### src/rtl/daq_event_unpacker_if.sv
// Event-stream input and per-readout payload output bundle
// for the DAQ event unpacker.
interface daq_event_unpacker_if;
    logic [63:0] s_data;
    logic        s_valid;
    logic        s_ready;
    logic [63:0] m_data;
    logic [1:0]  m_keep;
    logic [3:0]  m_idx;
    logic        m_first;
    logic        m_last;
    logic        m_valid;
    logic        m_ready;

    modport slave (
        input  s_data, s_valid, m_ready,
        output s_ready, m_data, m_keep, m_idx,
        output m_first, m_last, m_valid
    );

    modport master (
        output s_data, s_valid, m_ready,
        input  s_ready, m_data, m_keep, m_idx,
        input  m_first, m_last, m_valid
    );
endinterface

### src/rtl/daq_event_unpacker.sv
// Validates DAQ event headers and splits the bundled payload
// into per-readout 64-bit beats tagged with index/first/last.
module daq_event_unpacker #(
    parameter logic [3:0] FORMAT_VERSION = 4'h1,
    parameter bit         CHECK_FPGA_ID  = 1'b0
) (
    input  logic        clk,
    input  logic        reset_n,
    input  logic [7:0]  expected_fpga_id,
    daq_event_unpacker_if.slave bus,
    output logic [7:0]  evt_fpga_id,
    output logic [3:0]  evt_nreadouts,
    output logic        evt_done,
    output logic        err_magic,
    output logic        err_version,
    output logic        err_length,
    output logic [15:0] evt_count,
    output logic [15:0] err_count
);

    localparam logic [31:0] MAGIC = 32'hbeef2021;

    typedef enum logic [2:0] {
        ST_HDR0,
        ST_HDR_LEN,
        ST_CHECK,
        ST_DATA,
        ST_DISCARD,
        ST_HUNT
    } state_t;

    state_t      r_state;
    state_t      w_state_nxt;
    logic        r_alive;
    logic [3:0]  r_ver;
    logic [7:0]  r_fid;
    logic [3:0]  r_n;
    logic [15:0] r_tot;
    logic [1:0]  r_wcnt;
    logic [16:0] r_sum;
    logic [9:0]  r_len [16];
    logic [15:0] r_rem;
    logic [3:0]  r_idx;
    logic [9:0]  r_bcnt;

    logic [63:0] r_m_data;
    logic [1:0]  r_m_keep;
    logic [3:0]  r_m_idx;
    logic        r_m_first;
    logic        r_m_last;
    logic        r_m_valid;

    logic        r_evt_done;
    logic        r_err_magic;
    logic        r_err_version;
    logic        r_err_length;
    logic [7:0]  r_evt_fid;
    logic [3:0]  r_evt_n;
    logic [15:0] r_evt_count;
    logic [15:0] r_err_count;

    logic        w_s_ready;
    logic        w_beat;
    logic        w_magic_ok;
    logic        w_hdr0_take;
    logic        w_len_take;
    logic        w_data_take;
    logic        w_disc_take;
    logic        w_err_magic;
    logic        w_err_ver;
    logic        w_err_len;
    logic        w_ok;
    logic        w_done;
    logic        w_bad_ver;
    logic        w_bad_n;
    logic        w_bad_sum;
    logic [16:0] w_lane_sum;
    logic [4:0]  w_start;
    logic        w_nxt_found;
    logic [3:0]  w_nxt_idx;
    logic [9:0]  w_cur_w;
    logic        w_cur_last;

    function automatic logic [9:0] f_words(input logic [9:0] len);
        return {1'b0, len[9:1]} + {9'd0, len[0]};
    endfunction

    assign w_beat     = bus.s_valid && w_s_ready;
    assign w_magic_ok = (bus.s_data[31:0] == MAGIC);
    assign w_cur_w    = f_words(r_len[r_idx]);
    assign w_cur_last = (r_bcnt == w_cur_w - 10'd1);

    assign w_bad_ver = (r_ver != FORMAT_VERSION) ||
                       (CHECK_FPGA_ID && (r_fid != expected_fpga_id));
    assign w_bad_n   = (r_n == 4'd0);
    assign w_bad_sum = (r_sum != {1'b0, r_tot});

    // Words contributed by the four length lanes of this header word.
    always_comb begin
        w_lane_sum = 17'd0;
        for (int j = 0; j < 4; j++) begin
            if ({r_wcnt, 2'(j)} < r_n) begin
                w_lane_sum = w_lane_sum +
                    17'(f_words(bus.s_data[16*j +: 10]));
            end
        end
    end

    // Lowest non-empty readout at or above the search start.
    always_comb begin
        w_start     = (r_state == ST_CHECK) ? 5'd0 : {1'b0, r_idx} + 5'd1;
        w_nxt_found = 1'b0;
        w_nxt_idx   = 4'd0;
        for (int i = 15; i >= 0; i--) begin
            if ((5'(i) >= w_start) && (4'(i) < r_n) &&
                (f_words(r_len[i]) != 10'd0)) begin
                w_nxt_found = 1'b1;
                w_nxt_idx   = 4'(i);
            end
        end
    end

    // Next-state and per-cycle control strobes.
    always_comb begin
        w_state_nxt = r_state;
        w_s_ready   = 1'b0;
        w_hdr0_take = 1'b0;
        w_len_take  = 1'b0;
        w_data_take = 1'b0;
        w_disc_take = 1'b0;
        w_err_magic = 1'b0;
        w_err_ver   = 1'b0;
        w_err_len   = 1'b0;
        w_ok        = 1'b0;
        w_done      = 1'b0;
        unique case (r_state)
            ST_HDR0: begin
                w_s_ready = r_alive;
                if (r_alive && bus.s_valid) begin
                    if (w_magic_ok) begin
                        w_hdr0_take = 1'b1;
                        w_state_nxt = ST_HDR_LEN;
                    end else begin
                        w_err_magic = 1'b1;
                        w_state_nxt = ST_HUNT;
                    end
                end
            end
            ST_HUNT: begin
                w_s_ready = 1'b1;
                if (bus.s_valid && w_magic_ok) begin
                    w_hdr0_take = 1'b1;
                    w_state_nxt = ST_HDR_LEN;
                end
            end
            ST_HDR_LEN: begin
                w_s_ready = 1'b1;
                if (bus.s_valid) begin
                    w_len_take = 1'b1;
                    if (r_wcnt == 2'd3) begin
                        w_state_nxt = ST_CHECK;
                    end
                end
            end
            ST_CHECK: begin
                if (w_bad_ver) begin
                    w_err_ver = 1'b1;
                end else if (w_bad_n || w_bad_sum) begin
                    w_err_len = 1'b1;
                end
                if (w_bad_ver || w_bad_n || w_bad_sum) begin
                    w_state_nxt = (r_tot <= 16'd5) ? ST_HDR0 : ST_DISCARD;
                end else begin
                    w_ok = 1'b1;
                    if (r_sum == 17'd5) begin
                        w_done      = 1'b1;
                        w_state_nxt = ST_HDR0;
                    end else begin
                        w_state_nxt = ST_DATA;
                    end
                end
            end
            ST_DATA: begin
                w_s_ready = !r_m_valid || bus.m_ready;
                if (w_beat) begin
                    w_data_take = 1'b1;
                    if (w_cur_last && !w_nxt_found) begin
                        w_done      = 1'b1;
                        w_state_nxt = ST_HDR0;
                    end
                end
            end
            ST_DISCARD: begin
                w_s_ready = 1'b1;
                if (r_rem == 16'd0) begin
                    w_state_nxt = ST_HDR0;
                end else if (bus.s_valid) begin
                    w_disc_take = 1'b1;
                    if (r_rem == 16'd1) begin
                        w_state_nxt = ST_HDR0;
                    end
                end
            end
            default: w_state_nxt = ST_HDR0;
        endcase
    end

    // State register; r_alive holds s_ready low until the first clock.
    always_ff @(posedge clk or negedge reset_n) begin
        if (!reset_n) begin
            r_state <= ST_HDR0;
            r_alive <= 1'b0;
        end else begin
            r_state <= w_state_nxt;
            r_alive <= 1'b1;
        end
    end

    // Header capture, length RAM and running word-count sum.
    always_ff @(posedge clk or negedge reset_n) begin
        if (!reset_n) begin
            r_ver  <= '0;
            r_fid  <= '0;
            r_n    <= '0;
            r_tot  <= '0;
            r_wcnt <= '0;
            r_sum  <= '0;
            for (int i = 0; i < 16; i++) begin
                r_len[i] <= '0;
            end
        end else if (w_hdr0_take) begin
            r_ver  <= bus.s_data[63:60];
            r_fid  <= bus.s_data[59:52];
            r_n    <= bus.s_data[51:48];
            r_tot  <= bus.s_data[47:32];
            r_wcnt <= 2'd0;
            r_sum  <= 17'd5;
        end else if (w_len_take) begin
            for (int j = 0; j < 4; j++) begin
                r_len[{r_wcnt, 2'(j)}] <= bus.s_data[16*j +: 10];
            end
            r_sum  <= r_sum + w_lane_sum;
            r_wcnt <= r_wcnt + 2'd1;
        end
    end

    // Payload walk: current readout, beat counter and discard budget.
    always_ff @(posedge clk or negedge reset_n) begin
        if (!reset_n) begin
            r_idx  <= '0;
            r_bcnt <= '0;
            r_rem  <= '0;
        end else begin
            if (r_state == ST_CHECK) begin
                r_rem  <= r_tot - 16'd5;
                r_idx  <= w_nxt_idx;
                r_bcnt <= 10'd0;
            end else if (w_data_take) begin
                if (w_cur_last) begin
                    r_idx  <= w_nxt_idx;
                    r_bcnt <= 10'd0;
                end else begin
                    r_bcnt <= r_bcnt + 10'd1;
                end
            end else if (w_disc_take) begin
                r_rem <= r_rem - 16'd1;
            end
        end
    end

    // Registered output stage, held stable until m_ready.
    always_ff @(posedge clk or negedge reset_n) begin
        if (!reset_n) begin
            r_m_data  <= '0;
            r_m_keep  <= '0;
            r_m_idx   <= '0;
            r_m_first <= 1'b0;
            r_m_last  <= 1'b0;
            r_m_valid <= 1'b0;
        end else if (w_data_take) begin
            r_m_data  <= bus.s_data;
            r_m_idx   <= r_idx;
            r_m_first <= (r_bcnt == 10'd0);
            r_m_last  <= w_cur_last;
            r_m_keep  <= (w_cur_last && r_len[r_idx][0]) ? 2'b01 : 2'b11;
            r_m_valid <= 1'b1;
        end else if (bus.m_ready) begin
            r_m_valid <= 1'b0;
        end
    end

    // Status pulses, last-event info and event/error counters.
    always_ff @(posedge clk or negedge reset_n) begin
        if (!reset_n) begin
            r_evt_done    <= 1'b0;
            r_err_magic   <= 1'b0;
            r_err_version <= 1'b0;
            r_err_length  <= 1'b0;
            r_evt_fid     <= '0;
            r_evt_n       <= '0;
            r_evt_count   <= '0;
            r_err_count   <= '0;
        end else begin
            r_evt_done    <= w_done;
            r_err_magic   <= w_err_magic;
            r_err_version <= w_err_ver;
            r_err_length  <= w_err_len;
            if (w_ok) begin
                r_evt_fid <= r_fid;
                r_evt_n   <= r_n;
            end
            if (w_done) begin
                r_evt_count <= r_evt_count + 16'd1;
            end
            if ((w_err_magic || w_err_ver || w_err_len) &&
                (r_err_count != 16'hFFFF)) begin
                r_err_count <= r_err_count + 16'd1;
            end
        end
    end

    assign bus.s_ready   = w_s_ready;
    assign bus.m_data    = r_m_data;
    assign bus.m_keep    = r_m_keep;
    assign bus.m_idx     = r_m_idx;
    assign bus.m_first   = r_m_first;
    assign bus.m_last    = r_m_last;
    assign bus.m_valid   = r_m_valid;
    assign evt_fpga_id   = r_evt_fid;
    assign evt_nreadouts = r_evt_n;
    assign evt_done      = r_evt_done;
    assign err_magic     = r_err_magic;
    assign err_version   = r_err_version;
    assign err_length    = r_err_length;
    assign evt_count     = r_evt_count;
    assign err_count     = r_err_count;

endmodule

### src/flat_wrapper.sv
// flat-port wrapper written by rule: the top's interface ports become plain ports
module daq_event_unpacker_flat 
#(
    parameter logic [3:0] FORMAT_VERSION = 4'h1,
    parameter bit         CHECK_FPGA_ID  = 1'b0
)
  (clk, reset_n, expected_fpga_id, evt_fpga_id, evt_nreadouts, evt_done, err_magic, err_version, err_length, evt_count, err_count, bus_s_data, bus_s_valid, bus_m_ready, bus_s_ready, bus_m_data, bus_m_keep, bus_m_idx, bus_m_first, bus_m_last, bus_m_valid);
  daq_event_unpacker_if bus_i ();
  input  logic clk;
  input  logic reset_n;
  input  logic [7:0] expected_fpga_id;
  output logic [7:0] evt_fpga_id;
  output logic [3:0] evt_nreadouts;
  output logic evt_done;
  output logic err_magic;
  output logic err_version;
  output logic err_length;
  output logic [15:0] evt_count;
  output logic [15:0] err_count;
  input wire logic [$bits(bus_i.s_data)-1:0] bus_s_data;
  input wire logic [$bits(bus_i.s_valid)-1:0] bus_s_valid;
  input wire logic [$bits(bus_i.m_ready)-1:0] bus_m_ready;
  output wire logic [$bits(bus_i.s_ready)-1:0] bus_s_ready;
  output wire logic [$bits(bus_i.m_data)-1:0] bus_m_data;
  output wire logic [$bits(bus_i.m_keep)-1:0] bus_m_keep;
  output wire logic [$bits(bus_i.m_idx)-1:0] bus_m_idx;
  output wire logic [$bits(bus_i.m_first)-1:0] bus_m_first;
  output wire logic [$bits(bus_i.m_last)-1:0] bus_m_last;
  output wire logic [$bits(bus_i.m_valid)-1:0] bus_m_valid;
  assign bus_i.s_data = bus_s_data;
  assign bus_i.s_valid = bus_s_valid;
  assign bus_i.m_ready = bus_m_ready;
  assign bus_s_ready = bus_i.s_ready;
  assign bus_m_data = bus_i.m_data;
  assign bus_m_keep = bus_i.m_keep;
  assign bus_m_idx = bus_i.m_idx;
  assign bus_m_first = bus_i.m_first;
  assign bus_m_last = bus_i.m_last;
  assign bus_m_valid = bus_i.m_valid;
  daq_event_unpacker #(.FORMAT_VERSION(FORMAT_VERSION), .CHECK_FPGA_ID(CHECK_FPGA_ID)) u_core (.clk(clk), .reset_n(reset_n), .expected_fpga_id(expected_fpga_id), .bus(bus_i), .evt_fpga_id(evt_fpga_id), .evt_nreadouts(evt_nreadouts), .evt_done(evt_done), .err_magic(err_magic), .err_version(err_version), .err_length(err_length), .evt_count(evt_count), .err_count(err_count));
endmodule
### config.mk
export PLATFORM = sky130hd
export DESIGN_NAME = daq_event_unpacker_flat
export DESIGN_NICKNAME = d
export VERILOG_FILES = /design/src/rtl/daq_event_unpacker_if.sv /design/src/rtl/daq_event_unpacker.sv /design/src/flat_wrapper.sv
export SDC_FILE = /design/constraint.sdc
export NUM_CORES = 1
export LEC_CHECK = 0
export CAP_MARGIN = 20
export CORE_ASPECT_RATIO = 2
export CORE_MARGIN = 8
export CORE_UTILIZATION = 40
export DETAILED_ROUTE_END_ITERATION = 10
export DONT_BUFFER_PORTS = 1
export PLACE_DENSITY_LB_ADDON = 0.15
export SYNTH_ARGS = -nofsm -noshare
export SYNTH_HDL_FRONTEND = slang
export SYNTH_SLANG_ARGS = --single-unit
### constraint.sdc
create_clock -name clk -period 10.5 [get_ports clk]
set_input_delay 2.1 -clock clk [delete_from_list [all_inputs] [get_ports clk]]
set_output_delay 2.1 -clock clk [all_outputs]
set_load 0.01 [all_outputs]
Yosys cells after proc, flatten, opt, wreduce, memory -nomap -nowiden
Index checks and enable logic that the tools add are counted.
Storage, ports and cells
  register bits: 366
  input bits: 76
  output and inout port bits: 122
  logic and storage cells: 336
Cells by class
  add/sub/neg operators: 33
  order comparisons: 46
  equality and inequality tests: 22
  multiplexer cells: 108
  bitwise gates (word level): 6
  reductions and logical operators: 80
Operators by type and width (number)
  160-bit bitwise mux: 4
  9-bit by 1-bit adder with 10-bit output: 21
  10-bit demux with 4-bit select: 4
  10-bit nonzero test: 16
  10-bit 2-to-1 mux: 10
  17-bit 2-to-1 mux: 5
  4-bit 2-to-1 mux: 19
  16-bit 2-to-1 mux: 3
  1-bit logical AND: 42
  1-bit 2-to-1 mux: 41
  10-bit binary-select mux with 4-bit select: 1
  4-bit by 5-bit >= comparator with 1-bit output, first input constant: 8
  3-bit 2-to-1 mux: 12
  17-bit by 10-bit adder with 17-bit output: 2
  16-bit by 1-bit adder with 16-bit output, second input constant: 2
  32-bit == test, second input constant: 1
  4-bit less-than comparator, first input constant: 8
  5-bit >= comparator, second input constant: 5
  4-bit inverter with 5-bit output: 5
  3-bit by 5-bit >= comparator with 1-bit output, first input constant: 4
  5-bit by 1-bit less-than comparator with 1-bit output, second input constant: 4
  3-bit case mux with 6 select lines: 1
  17-bit adder: 1
  17-bit by 3-bit == test with 1-bit output, second input constant: 1
  42 further kinds: 75

Logic depth before layout (Yosys ltp)
Gate-level depths: netlist (run 1).
  depth in word-level cells: 26
  depth in mapped cells: 39
  gate-level depth less buffers: 37

Worst setup path before layout (run 1)
Ideal clock, no wire load.
  path kind: in2reg
  from: in bus_s_data[1]
  to: reg u_core.r_sum[16]
  data arrival time: 7850 ps
  required time: 10431 ps
  path slack: 2581 ps
  stages on the path: 30
  cells stage by stage: inv_1 -> ha_1 -> or2_2 -> fa_1 -> inv_1 -> fa_1 -> nand2_1 -> o31ai_1 -> ha_1 -> nor2b_1 -> o21ai_0 -> a21oi_1 -> o21a_1 -> o31ai_1 -> ha_1 -> a21oi_1 -> o21ai_0 -> a21oi_1 -> nor2b_1 -> o21a_1 -> o21a_1 -> nand2_1 -> xor2_1 -> mux2i_1 -> xnor2_1 -> ha_1 -> nor3_1 -> a211o_1 -> or4b_2 -> nand3_1
Between the ends
  longest elaborated chain between the ends: 11
  elaborated cells on any way between the ends: 18
  classes of those cells: add/sub: 5; eq/ne: 1; mux: 10; reduce/logical: 2
Ends and longest elaborated chain
  start: declaration: line flat_wrapper.sv:20  | input wire logic [$bits(bus_i.s_data)-1:0] bus_s_data;
  9-bit by 1-bit adder with 10-bit output: line daq_event_unpacker.sv:85  | return {1'b0, len[9:1]} + {9'd0, len[0]};
  10-bit 2-to-1 mux: line daq_event_unpacker.sv:102  | if ({r_wcnt, 2'(j)} < r_n) begin
  10-bit by 10-bit adder with 11-bit output: line daq_event_unpacker.sv:103  | w_lane_sum = w_lane_sum +
  17-bit 2-to-1 mux: line daq_event_unpacker.sv:102
  17-bit by 10-bit adder with 17-bit output: line daq_event_unpacker.sv:103
  17-bit 2-to-1 mux: line daq_event_unpacker.sv:102
  17-bit by 10-bit adder with 17-bit output: line daq_event_unpacker.sv:103
  17-bit 2-to-1 mux: line daq_event_unpacker.sv:102
  17-bit adder: line daq_event_unpacker.sv:242  | r_sum <= r_sum + w_lane_sum;
  17-bit 2-to-1 mux: line daq_event_unpacker.sv:238  | end else if (w_len_take) begin
  17-bit 2-to-1 mux: line daq_event_unpacker.sv:231  | end else if (w_hdr0_take) begin
  end signal: assignment: line daq_event_unpacker.sv:242
  end: declaration: line daq_event_unpacker.sv:40  | logic [16:0] r_sum;
Several ways; a longest one is shown, not always the timed one. The select of a mux whose other input is x is not followed.
A chain may end at the register's enable or synchronous reset.

Worst setup path after layout (run 1)
Ends and elaborated chain as after synthesis.

==> summary.txt, run 1 <==
Final layout
  • Area growth from synthesis to final layout: 9.25%
  • Layout cells sized above 1: between 15 and 20%
  • Final-layout fill cell count: ~5000
  • Finished Core Util: between 40 and 50%
  • Leading cell type in the layout, fill and taps excluded: sky130_fd_sc_hd__dfrtp_1
  • Commonest non-fill, non-tap cells in the layout: sky130_fd_sc_hd__dfrtp_1 (364), sky130_fd_sc_hd__nand2_1 (353), sky130_fd_sc_hd__mux2_2 (187)
  • Storage element area: roughly 9000 sq um
  • Number of standard cells in the final layout excluding fillers: roughly 2700
  • Antenna diodes: 0
  • Nets@finish: approximately 2200
  • Area of the multi-input gates: 10800 sq um

Setup path
  • R2R Path Start: u_core.r_n[3]
  • Critical Path Sink Type: flip-flop
  • FF-to-FF path depth: 33
  • Critical setup path kind: in2reg
  • Most used cell, CP: sky130_fd_sc_hd__o21ai_0
  • Crit-path slowest cell: sky130_fd_sc_hd__or4b_2
  • Worst path max stage delay: roughly 0.65 ns
  • Capture point of the worst reg-to-reg path: u_core.r_sum[16]
  • Signal arrival time at the worst endpoint: slightly below 9 ns
  • Launching element type of the critical path: input port
  • Data required time at the worst endpoint: approximately 11 ns
  • Maximum fanout count along the critical path: 6
  • Setup slack of the most critical reg-to-reg path: about 2.6 ns

Placed design
  • Routability congestion estimate: approximately 0.9
  • PortBufs: 0
  • Cells after DPL: between 2000 and 3000
  • Detailed Place HPWL: between 50000 and 60000 microns

Die
  • Die extent in y: between 300 and 400 microns
  • Area of the die: slightly below 60000 sq um
  • Core footprint: approximately 51000 sq um
  • Row cnt: ~120
  • I/O pin count: between 150 and 200
  • Floorplan die width: between 150 and 200 microns
  • Initial core utilization: just over 40%

Clocking
  • Total CTS buffers: 38
  • Hold bufs inserted after CTS: 0
  • Clock input transition at the sequential cells of the worst setup and hold paths: ~0.070 ns
  • Clock latency on the worst-skew pair: around 0.56 ns
  • CTS tree: built
  • H-Tree Level Count: 2
  • Clock sinks: between 300 and 400
  • CTS root buf: sky130_fd_sc_hd__clkbuf_16
  • Bufs on Longest Clock Path: 3
  • CTS-repair resized insts: 0
  • Post-CTS setup repair buffer count: 0

Timing
  • Min Clock Period, post-route: about 8.4 ns
  • Slew of the pin with the lowest slew margin: roughly 1.2 ns
  • Worst Clk Skew: around 0.016 ns
  • Final Max Tran Viols: 0
  • Final count of hold timing violations: 0
  • Final TNS setup: 0 ns
  • Maximum frequency from static timing analysis: ~120 MHz
  • Slew HR: between 20% and 30%
  • Setup repair after global routing missed its margin: no
  • Final period utilization: 79.9%
  • Final setup violating endpoints: 0

Hold path
  • Min-Delay Endpoint: u_core.r_len[0]
  • Startpoint of the worst hold path: u_core.r_len[0]
  • Hold Path Stages: 2
  • Path type of the worst min-delay path: reg2reg

Power
  • Overall power: 3.29 mW
  • Maximum ir drop on the vdd rail: between 0.1 and 0.15 mV
  • Standby leakage power: around 11 nW
  • Cell area power density: between 100 and 150 nW/um^2

Synth
  • EDFF count, synth: 0
  • Synthesized area per cell: around 10 sq um
  • Sequential share of the synthesized area: 44.6%
  • Synth async-reset ratio: 100%
  • Total of flip-flops plus latches after synthesis: approximately 370
  • Warnings, synthesis: 0
  • Number of nets in the synthesized netlist: 2200
  • Flip-flop cell with the highest count after synthesis: sky130_fd_sc_hd__dfrtp_1
  • Number of unique standard cell types used by synthesis: 81
  • Netlist area before placement: around 21000 sq um
  • Synthesized instance count: approximately 2000

Global routing
  • Initial antenna violation count: 3
  • Remaining Overflow, GRT: 0
  • Number of global-route vias before repair: roughly 16000
  • Maximum number of pins on one net before global-route repair: between 300 and 400
  • Overall global routing resource usage: 22.9%
  • Global-route wire length before repair: slightly above 100000 microns

Flow run
  • MaxCap Viol Count: 0

Routing
  • Number of optimization iterations in the first detailed-route pass: 5
  • DRT iter0 DRCs: 779
  • Average wire per cell in the routed design: 25.4 microns
  • Residual DRC count: 0
  • Detailed-route wire length: 68000 microns
  • Via count: between 15000 and 20000
  • Vias/cell: about 5.8
  • DRT antenna net count: 0

Status
  • Result of the run: complete, no violations
## per-layer routing
layer / vias up / track usage (%) / share of wire, %
li1: 7104 / - / -
met1: 7704 / 21.3 / 33
met2: 409 / 42.8 / 54
met3: 168 / 4.59 / 5.3
met4: 0 / 17.4 / 8.3
met5: - / 0 / 0
## cells by family after synthesis
group                      count (synthesis)  share of synthesized area [%]
AOI/OAI and AO/OA                        322                           9.99
xor gates and xnor gates                 118                           5.03
adders and majority gates                100                           6.34
buffers and inverters                    161                           3.18
DFF                                      366                           44.6
muxes                                    248                           14.9
other                                      2                         0.0365
and+or+nand+nor                          707                           15.9
## power breakdown
group          switching [mW]  internal (mW)  leakage, nW
clock                   0.617          0.776        0.617
sequential             0.0118           1.42         5.00
combinational           0.252          0.211         5.24
## critical path: cells and delay by family
| family | cells | cell delay, ns |
|---|---|---|
| AOI/OAI and AO/OA | 11 | 2.26 |
| adders and majority gates | 6 | 2.04 |
| xor gates and xnor gates | 2 | 0.27 |
| and+or+nand+nor | 7 | 1.49 |
| muxes | 1 | 0.26 |
| buffers and inverters | 3 | 0.45 |
## worst max path at each step
stage / cells after the start / slack [ns] / from / to
2_1_floorplan: 30 / 2.58 / bus_s_data[1] / u_core.r_sum[16]
3_3_place_gp: 30 / 1.62 / bus_s_data[1] / u_core.r_sum[16]
3_5_place_dp: 28 / 1.57 / bus_s_data[1] / u_core.r_sum[16]
4_1_cts: 28 / 2.15 / bus_s_data[1] / u_core.r_sum[16]
5_1_grt: 33 / 1.64 / bus_s_data[1] / u_core.r_sum[15]
6_report: 30 / 2.11 / bus_s_data[1] / u_core.r_sum[16]
## state kept, by name (all words and copies together) (netlist names), 8 cells and up
signal              count
u_core.r_rem           16
u_core.r_tot           16
u_core.evt_fpga_id      8
u_core.r_sum           17
u_core.evt_count       16
u_core.err_count       16
u_core.r_fid            8
u_core.r_len          160
u_core.r_bcnt          10
u_core.bus.m_data      64
## per-stage QoR
step / worst slack (ns) / hold WS (ns) / instance area [sq um]
final: 2.11 / 0.502 / 22500
after global routing: 1.64 / 0.519 / 22500
after CTS: 2.15 / 0.502 / 22500
after detailed placement: 1.57 / 0.488 / 21200
after global placement: 1.62 / 0.481 / 21200
after floorplan: 2.58 / 0.450 / 20600
## final cells by class
cell class	count	share of cell area, %
Multi-Input combinational cell	1497	48.0
Sequential cell	366	40.8
Clock buffer	48	4.76
Tap cell	654	3.64
Inverter	62	1.04
Timing Repair Buffer	28	0.936
Clock inverter	18	0.780
## cell usage after synthesis, types with 20 or more instances
master,instances,area [sq um]
sky130_fd_sc_hd__inv_1,62,233
sky130_fd_sc_hd__nor4_1,51,319
sky130_fd_sc_hd__nor3_1,20,100
sky130_fd_sc_hd__mux2i_1,32,320
sky130_fd_sc_hd__ha_1,93,1160
sky130_fd_sc_hd__a21oi_1,55,275
sky130_fd_sc_hd__o21ai_0,131,656
sky130_fd_sc_hd__clkbuf_1,78,293
sky130_fd_sc_hd__nand2_1,357,1340
sky130_fd_sc_hd__xnor2_1,64,561
sky130_fd_sc_hd__mux4_2,28,631
sky130_fd_sc_hd__mux2_2,187,2110
sky130_fd_sc_hd__nand3_1,53,265
sky130_fd_sc_hd__nor2_1,97,364
sky130_fd_sc_hd__xor2_1,54,473
sky130_fd_sc_hd__and3_1,21,131
sky130_fd_sc_hd__dfrtp_1,366,9160
Note: power is estimated with default switching activity, not from simulation.
==> run 2, diff against run 1 <==
- clock period: 10.5 -> 7.4 ns (I/O delays scaled with it)
==> run 2 against run 1 <==
Against the previous run: the run now ends with max-slew violations left; flip-flop and latch count is the same; via count grew 2.7%; register-to-register slack lost 2.2 ns; critical path depth grew 3; clock power grew 44%; routed wire length grew 2.2%; utilization grew 1.2 points; critical path type unchanged; largest cell class unchanged; largest power group unchanged.
==> summary.txt, run 2 (synthesized netlist as in run 1, its figures left out) <==
Clocking
  • Clock sinks: 366
  • CTS tree: built
  • Total CTS buffers: 37
  • CTS root buf: sky130_fd_sc_hd__clkbuf_16
  • H-Tree Level Count: 2
  • Clock input transition at the sequential cells of the worst setup and hold paths: ~0.060 ns
  • Hold bufs inserted after CTS: 0
  • Clock latency on the worst-skew pair: between 0.5 and 0.6 ns
  • Post-CTS setup repair buffer count: 0
  • Bufs on Longest Clock Path: 3
  • CTS-repair resized insts: 0

Final layout
  • Nets@finish: approximately 2200
  • Number of flip-flops in the largest register: 160
  • Area growth from synthesis to final layout: 12.3%
  • Register ranked first by flip-flop count: u_core.r_len
  • Antenna diodes: 0
  • Leading cell type in the layout, fill and taps excluded: sky130_fd_sc_hd__dfrtp_1
  • Commonest non-fill, non-tap cells in the layout: sky130_fd_sc_hd__dfrtp_1 (364), sky130_fd_sc_hd__nand2_1 (353), sky130_fd_sc_hd__mux2_2 (187)
  • Layout cells sized above 1: between 20% and 30%

Routing
  • Via count: ~16000
  • Number of optimization iterations in the first detailed-route pass: 6
  • DRT iter0 DRCs: roughly 900
  • Average wire per cell in the routed design: about 25 microns
  • Residual DRC count: 0
  • Vias/cell: roughly 5.8
  • DRT antenna net count: 0
  • Detailed-route wire length: approximately 70000 microns

Power
  • Cell internal power dissipation: ~3.6 mW
  • Sequential share of power: 41.9%
  • Share of power burned in combinational logic: between 10% and 20%
  • Switching share of power: between 20% and 30%
  • Cell area power density: approximately 210 nW/um^2
  • Standby leakage power: 11.2 nW
  • Clk network pwr share: 41.1%
  • Reported net switching power: about 1.3 mW
  • Overall power: ~5 mW
  • Maximum ir drop on the vdd rail: about 0.17 mV

Status
  • Failing checks: max-slew violations
  • Result of the run: complete, but fails checks

Setup path
  • FF-to-FF path depth: 35
  • Critical Path Sink Type: flip-flop
  • Setup slack of the most critical reg-to-reg path: ~0.41 ns
  • Most used cell, CP: sky130_fd_sc_hd__a21o_1
  • Signal arrival time at the worst endpoint: 7.51 ns
  • Maximum fanout count along the critical path: 3
  • Worst path max stage delay: about 0.41 ns
  • Crit-path slowest cell: sky130_fd_sc_hd__fa_1
  • Critical setup path kind: in2reg
  • Capture point of the worst reg-to-reg path: u_core.r_sum[15]
  • Data required time at the worst endpoint: about 7.8 ns
  • Launching element type of the critical path: input port
  • R2R Path Start: u_core.r_n[3]

Die
  • I/O pin count: approximately 200
  • Floorplan die width: ~180 microns
  • Die extent in y: 337 microns
  • Area of the die: 59300 sq um
  • Core footprint: a little over 50000 sq um
  • Initial core utilization: ~40%
  • Row cnt: 117

Hold path
  • Hold Path Stages: 2
  • Startpoint of the worst hold path: u_core.r_len[0]
  • Path type of the worst min-delay path: reg2reg
  • Min-Delay Endpoint: u_core.r_len[0]

Global routing
  • Initial antenna violation count: 3
  • Overall global routing resource usage: about a quarter
  • Remaining Overflow, GRT: 0
  • Maximum number of pins on one net before global-route repair: approximately 370
  • Global-route wire length before repair: ~100000 microns
  • Number of global-route vias before repair: about 17000

Flow run
  • MaxCap Viol Count: 0

Timing
  • Maximum frequency from static timing analysis: 141 MHz
  • Setup repair after global routing missed its margin: no
  • Final setup violating endpoints: 0
  • Worst Clk Skew: just over 0.04 ns
  • Slew HR: -6.97%
  • Final Max Tran Viols: 90
  • Slew of the pin with the lowest slew margin: 1.60 ns
  • Final count of hold timing violations: 0
  • Min Clock Period, post-route: about 7 ns
  • Min setup slack post-route: around 0.33 ns
  • Final period utilization: between 90% and 100%

Placed design
  • Worst setup slack before clock tree synthesis: -0.441 ns
  • PortBufs: 0
  • Detailed Place HPWL: around 52000 microns
  • Routability congestion estimate: a little over 0.9
-- run 2: changes by cell type in the layout (fill, tap and decap cells not counted), sizes merged --
cell	previous run	this run
buf	28	94
clkinvlp	2	3
bufinv	2	3
clkinv	11	10
-- run 2: worst max-delay path, delay by kind of cell --
family,cells,cell delay [ns]
buffers and inverters,2,0.11
xor gates and xnor gates,4,0.70
AOI/OAI and AO/OA,13,2.17
and+or+nand+nor,7,0.88
muxes,1,0.11
adders and majority gates,6,2.06
-- run 2: metal layers --
metal | part of all wire [%] | GRT usage (%) | up-vias
li1 | - | - | 7230
met1 | 33 | 22.2 | 7915
met2 | 54 | 44.0 | 461
met3 | 5.0 | 3.79 | 196
met4 | 8.0 | 17.1 | 2
met5 | 0.019 | 0 | -
-- run 2: worst max-delay path by stage --
stage                       end  slack [ns]           from
5_1_grt        u_core.r_sum[15]        0.02  bus_s_data[1]
3_5_place_dp   u_core.r_sum[15]       -0.44  bus_s_data[1]
3_3_place_gp   u_core.r_sum[15]       -0.43  bus_s_data[1]
2_1_floorplan  u_core.r_sum[16]        0.10  bus_s_data[1]
6_report       u_core.r_sum[15]        0.33  bus_s_data[1]
4_1_cts        u_core.r_sum[15]        0.13  bus_s_data[1]
-- run 2: final cells by class --
class | count | area [sq um]
flip-flops and latches | 366 | 9160
clock buffers | 48 | 1050
clock inverters | 19 | 214
repair buffers | 94 | 751
multi-input cells | 1497 | 10900
fillers | 4816 | 27700
well taps | 654 | 818
inverters | 62 | 233
-- run 2: power groups by stage --
stage | clock, mW | combinational (mW) | sequential, mW
2_1_floorplan | 0 | 0.540 | 2.07
3_3_place_gp | 0 | 0.781 | 2.07
3_5_place_dp | 0 | 0.802 | 2.07
4_1_cts | 2.05 | 0.805 | 2.03
5_1_grt | 2.12 | 0.929 | 2.04
6_report | 2.00 | 0.828 | 2.04
-- run 2: stage by stage --
step / utilization [%] / area, sq um / hold WS [ns] / std cells / TNS, ns
floorplan: - / 20600 / 0.450 / 2024 / 0
global placement: 42.7 / 21700 / 0.481 / 2668 / -1.52
detailed placement: 42.7 / 21700 / 0.493 / 2669 / -1.62
CTS: 45.2 / 23000 / 0.509 / 2736 / 0
global route: 45.4 / 23100 / 0.529 / 2740 / 0
finish: 45.4 / 23100 / 0.501 / 2740 / 0
==> patch, RTL diff (flow settings as in run 1) <==
`CHECK_FPGA_ID` is set to 1'b0 in 2 places; all go to 1'b1.
--- a/src/rtl/daq_event_unpacker.sv
+++ b/src/rtl/daq_event_unpacker.sv
@@ -2,7 +2,7 @@
 // into per-readout 64-bit beats tagged with index/first/last.
 module daq_event_unpacker #(
     parameter logic [3:0] FORMAT_VERSION = 4'h1,
-    parameter bit         CHECK_FPGA_ID  = 1'b0
+    parameter bit         CHECK_FPGA_ID  = 1'b1
 ) (
     input  logic        clk,
     input  logic        reset_n,
--- a/src/flat_wrapper.sv
+++ b/src/flat_wrapper.sv
@@ -2,7 +2,7 @@
 module daq_event_unpacker_flat 
 #(
     parameter logic [3:0] FORMAT_VERSION = 4'h1,
-    parameter bit         CHECK_FPGA_ID  = 1'b0
+    parameter bit         CHECK_FPGA_ID  = 1'b1
 )
   (clk, reset_n, expected_fpga_id, evt_fpga_id, evt_nreadouts, evt_done, err_magic, err_version, err_length, evt_count, err_count, bus_s_data, bus_s_valid, bus_m_ready, bus_s_ready, bus_m_data, bus_m_keep, bus_m_idx, bus_m_first, bus_m_last, bus_m_valid);
   daq_event_unpacker_if bus_i ();
Check against the original RTL: same outputs for any inputs over 4 cycles, from zero or initial values and one cycle with reset_n low; that may be too few to reach the edited logic, so the function may still have changed.
==> patch against run 1 <==
- sequential share of layout area decreased by 1.2 points
- sequential cell count unchanged
- cell area up 3.2%
- area after synthesis is 3.3% higher
- wire length up 11%
- cell count increased by 2.7%
- worst setup slack better by 170 ps
- die area is 3.1% higher
- global-route usage rose by 1.7 points
- count of clock-buffer cells in the layout is 1 higher
- critical path type unchanged
- highest routed layer unchanged
Power is not compared: it rests on default switching activity, and its combinational part moved more than twofold at a synthesized area within 25%.
==> patch: results (changes against run 1) <==
[yosys]
synthTopCellsByCount=366 x dfrtp_1, 358 x nand2_1, 181 x mux2_2
ys_types=89  ; +9.9%
synth_mux_area_share_pct=14.6  ; -0.32 points
synthTopCellsByArea=dfrtp_1 43%, mux2_2 9.6%, nand2_1 6.3%
synth_compound_area_share_pct=10.6  ; +0.66 points
synthXorXnorAreaFrac_pct=5.92  ; +0.89 points
synthAdderAreaFrac_pct=6.14  ; -0.20 points
synth-async-reset-ratio_pct=100  ; unchanged
seq_area_frac_synth_pct=43.1  ; -1.4 points
synth_nets=2269  ; +3.1%

[min_path]
hp-start=u_core.r_len[0]$_DFFE_PN0P_
hold_end=u_core.r_len[0]$_DFFE_PN0P_
min_path_cells=2  ; unchanged

[finish]
drive_gt1_share_pct=16.3  ; -0.40 points
nets=2228  ; +2.7%
diodes=0  ; unchanged
top_register=u_core.r_len
largest_register_ffs=160  ; unchanged
fillCellCount=4985  ; +1.1%

[cts]
cts.htree.levels=2  ; unchanged
path_clk_slew_ps=70  ; about the same
cts_root_buf=clkbuf_16
numCtsBuffers=37  ; -2.6%
cts_buffer_depth=3  ; unchanged
ctsResizeCount=0  ; unchanged
post-cts-setup-buffers=0  ; unchanged

[critical_path]
critPathMaxFanout=6  ; unchanged
cp_data_arrival_time_ps=8660  ; -220 ps
r2r_end=u_core.r_sum[15]$_DFFE_PN0P_
slowest_stage=fa_1
r2r_cells=34  ; +3.0%
cp_top_family=compound AO/OA/AOI/OAI gates
startpoint=bus_s_data[1]
slowest_delay_ps=410  ; -240 ps
r2r_setup_slack_ps=2520  ; -60 ps
rr_startpoint=u_core.r_n[3]$_DFFE_PN0P_

[sta]
relSlewSlack_pct=25.3  ; +4.9 points
skew_ps=21.6  ; +5.37 ps

[power_and_ir_drop]
switching_share_pct=23.9
irDropWorstVdd_mv=0.134
finalPower_mw=3.14
p_clk_mw=1.50
seq_power_share_pct=48.5
leakage_nw=11.1

[detailed_routing]
first_pass_iters=6  ; +1
post_drt_via_cell_ratio=5.83  ; +1.4%
first_iter_violations=975  ; +25%
routed_wl_um=75400  ; +11%

[run_status]
status=finished clean

[placed_design]
pre_cts_ws_ps=1750  ; +180 ps
place.gp.congestion=0.946  ; +2.4%
place_area_sq_mm=0.0218  ; +2.7%
dp_hpwl_um=56100  ; +11%

[grt]
grt_use_total_pct=24.6  ; +1.7 points
grt_pass1_wl_um=110000  ; +8.6%
grt_antenna_before_repair=1  ; -2
grt_max_degree=367  ; unchanged
grt_pass1_vias=16500  ; +2.6%

## patch: cell count changes after synthesis, moves of 8 or more
cell | before | now
mux2i_1 | 32 | 44
o21ai_0 | 131 | 118
nand2_4 | 0 | 10
nor3_1 | 20 | 31
nor2_1 | 97 | 107
a21oi_1 | 55 | 77
xnor2_2 | 0 | 9
buf_1 | 6 | 14
clkbuf_1 | 78 | 65
xnor2_1 | 64 | 74
## patch: worst max-delay path by stage
| stage | slack (ps) | endpoint | cells after the start |
|---|---|---|---|
| 2_1_floorplan | 2430 | u_core.r_sum[16]$_DFFE_PN0P_ | 32 |
| 3_3_place_gp | 1910 | u_core.r_sum[16]$_DFFE_PN0P_ | 32 |
| 3_5_place_dp | 1750 | u_core.r_sum[16]$_DFFE_PN0P_ | 33 |
| 4_1_cts | 2320 | u_core.r_sum[15]$_DFFE_PN0P_ | 34 |
| 5_1_grt | 1700 | u_core.r_sum[14]$_DFFE_PN0P_ | 33 |
| 6_report | 2280 | u_core.r_sum[15]$_DFFE_PN0P_ | 34 |
## patch: metal layers
metal	wire length, um	global-route usage, %	up-vias
met1	24800	23.9	8006
met3	3680	4.13	199
met5	0	0	-
met4	6360	18.1	0
met2	40600	45.3	469
li1	-	-	7345
## patch: stage by stage
| step | hold slack [ps] | std cells | util [%] |
|---|---|---|---|
| finish | 499 | 2746 | 44.1 |
| global route | 526 | 2746 | 44.1 |
| CTS | 500 | 2745 | 44.0 |
| detailed placement | 481 | 2677 | 41.4 |
| global placement | 469 | 2676 | 41.4 |
| floorplan | 450 | 2093 | - |
## patch: area by class of cell
cell class | count | area share [%]
flip-flops and latches | 366 | 39.6
clock inverters | 19 | 1.33
well taps | 665 | 3.59
inverters | 57 | 0.924
clock buffers | 49 | 4.54
multi-input cells | 1576 | 49.6
repair buffers | 14 | 0.492
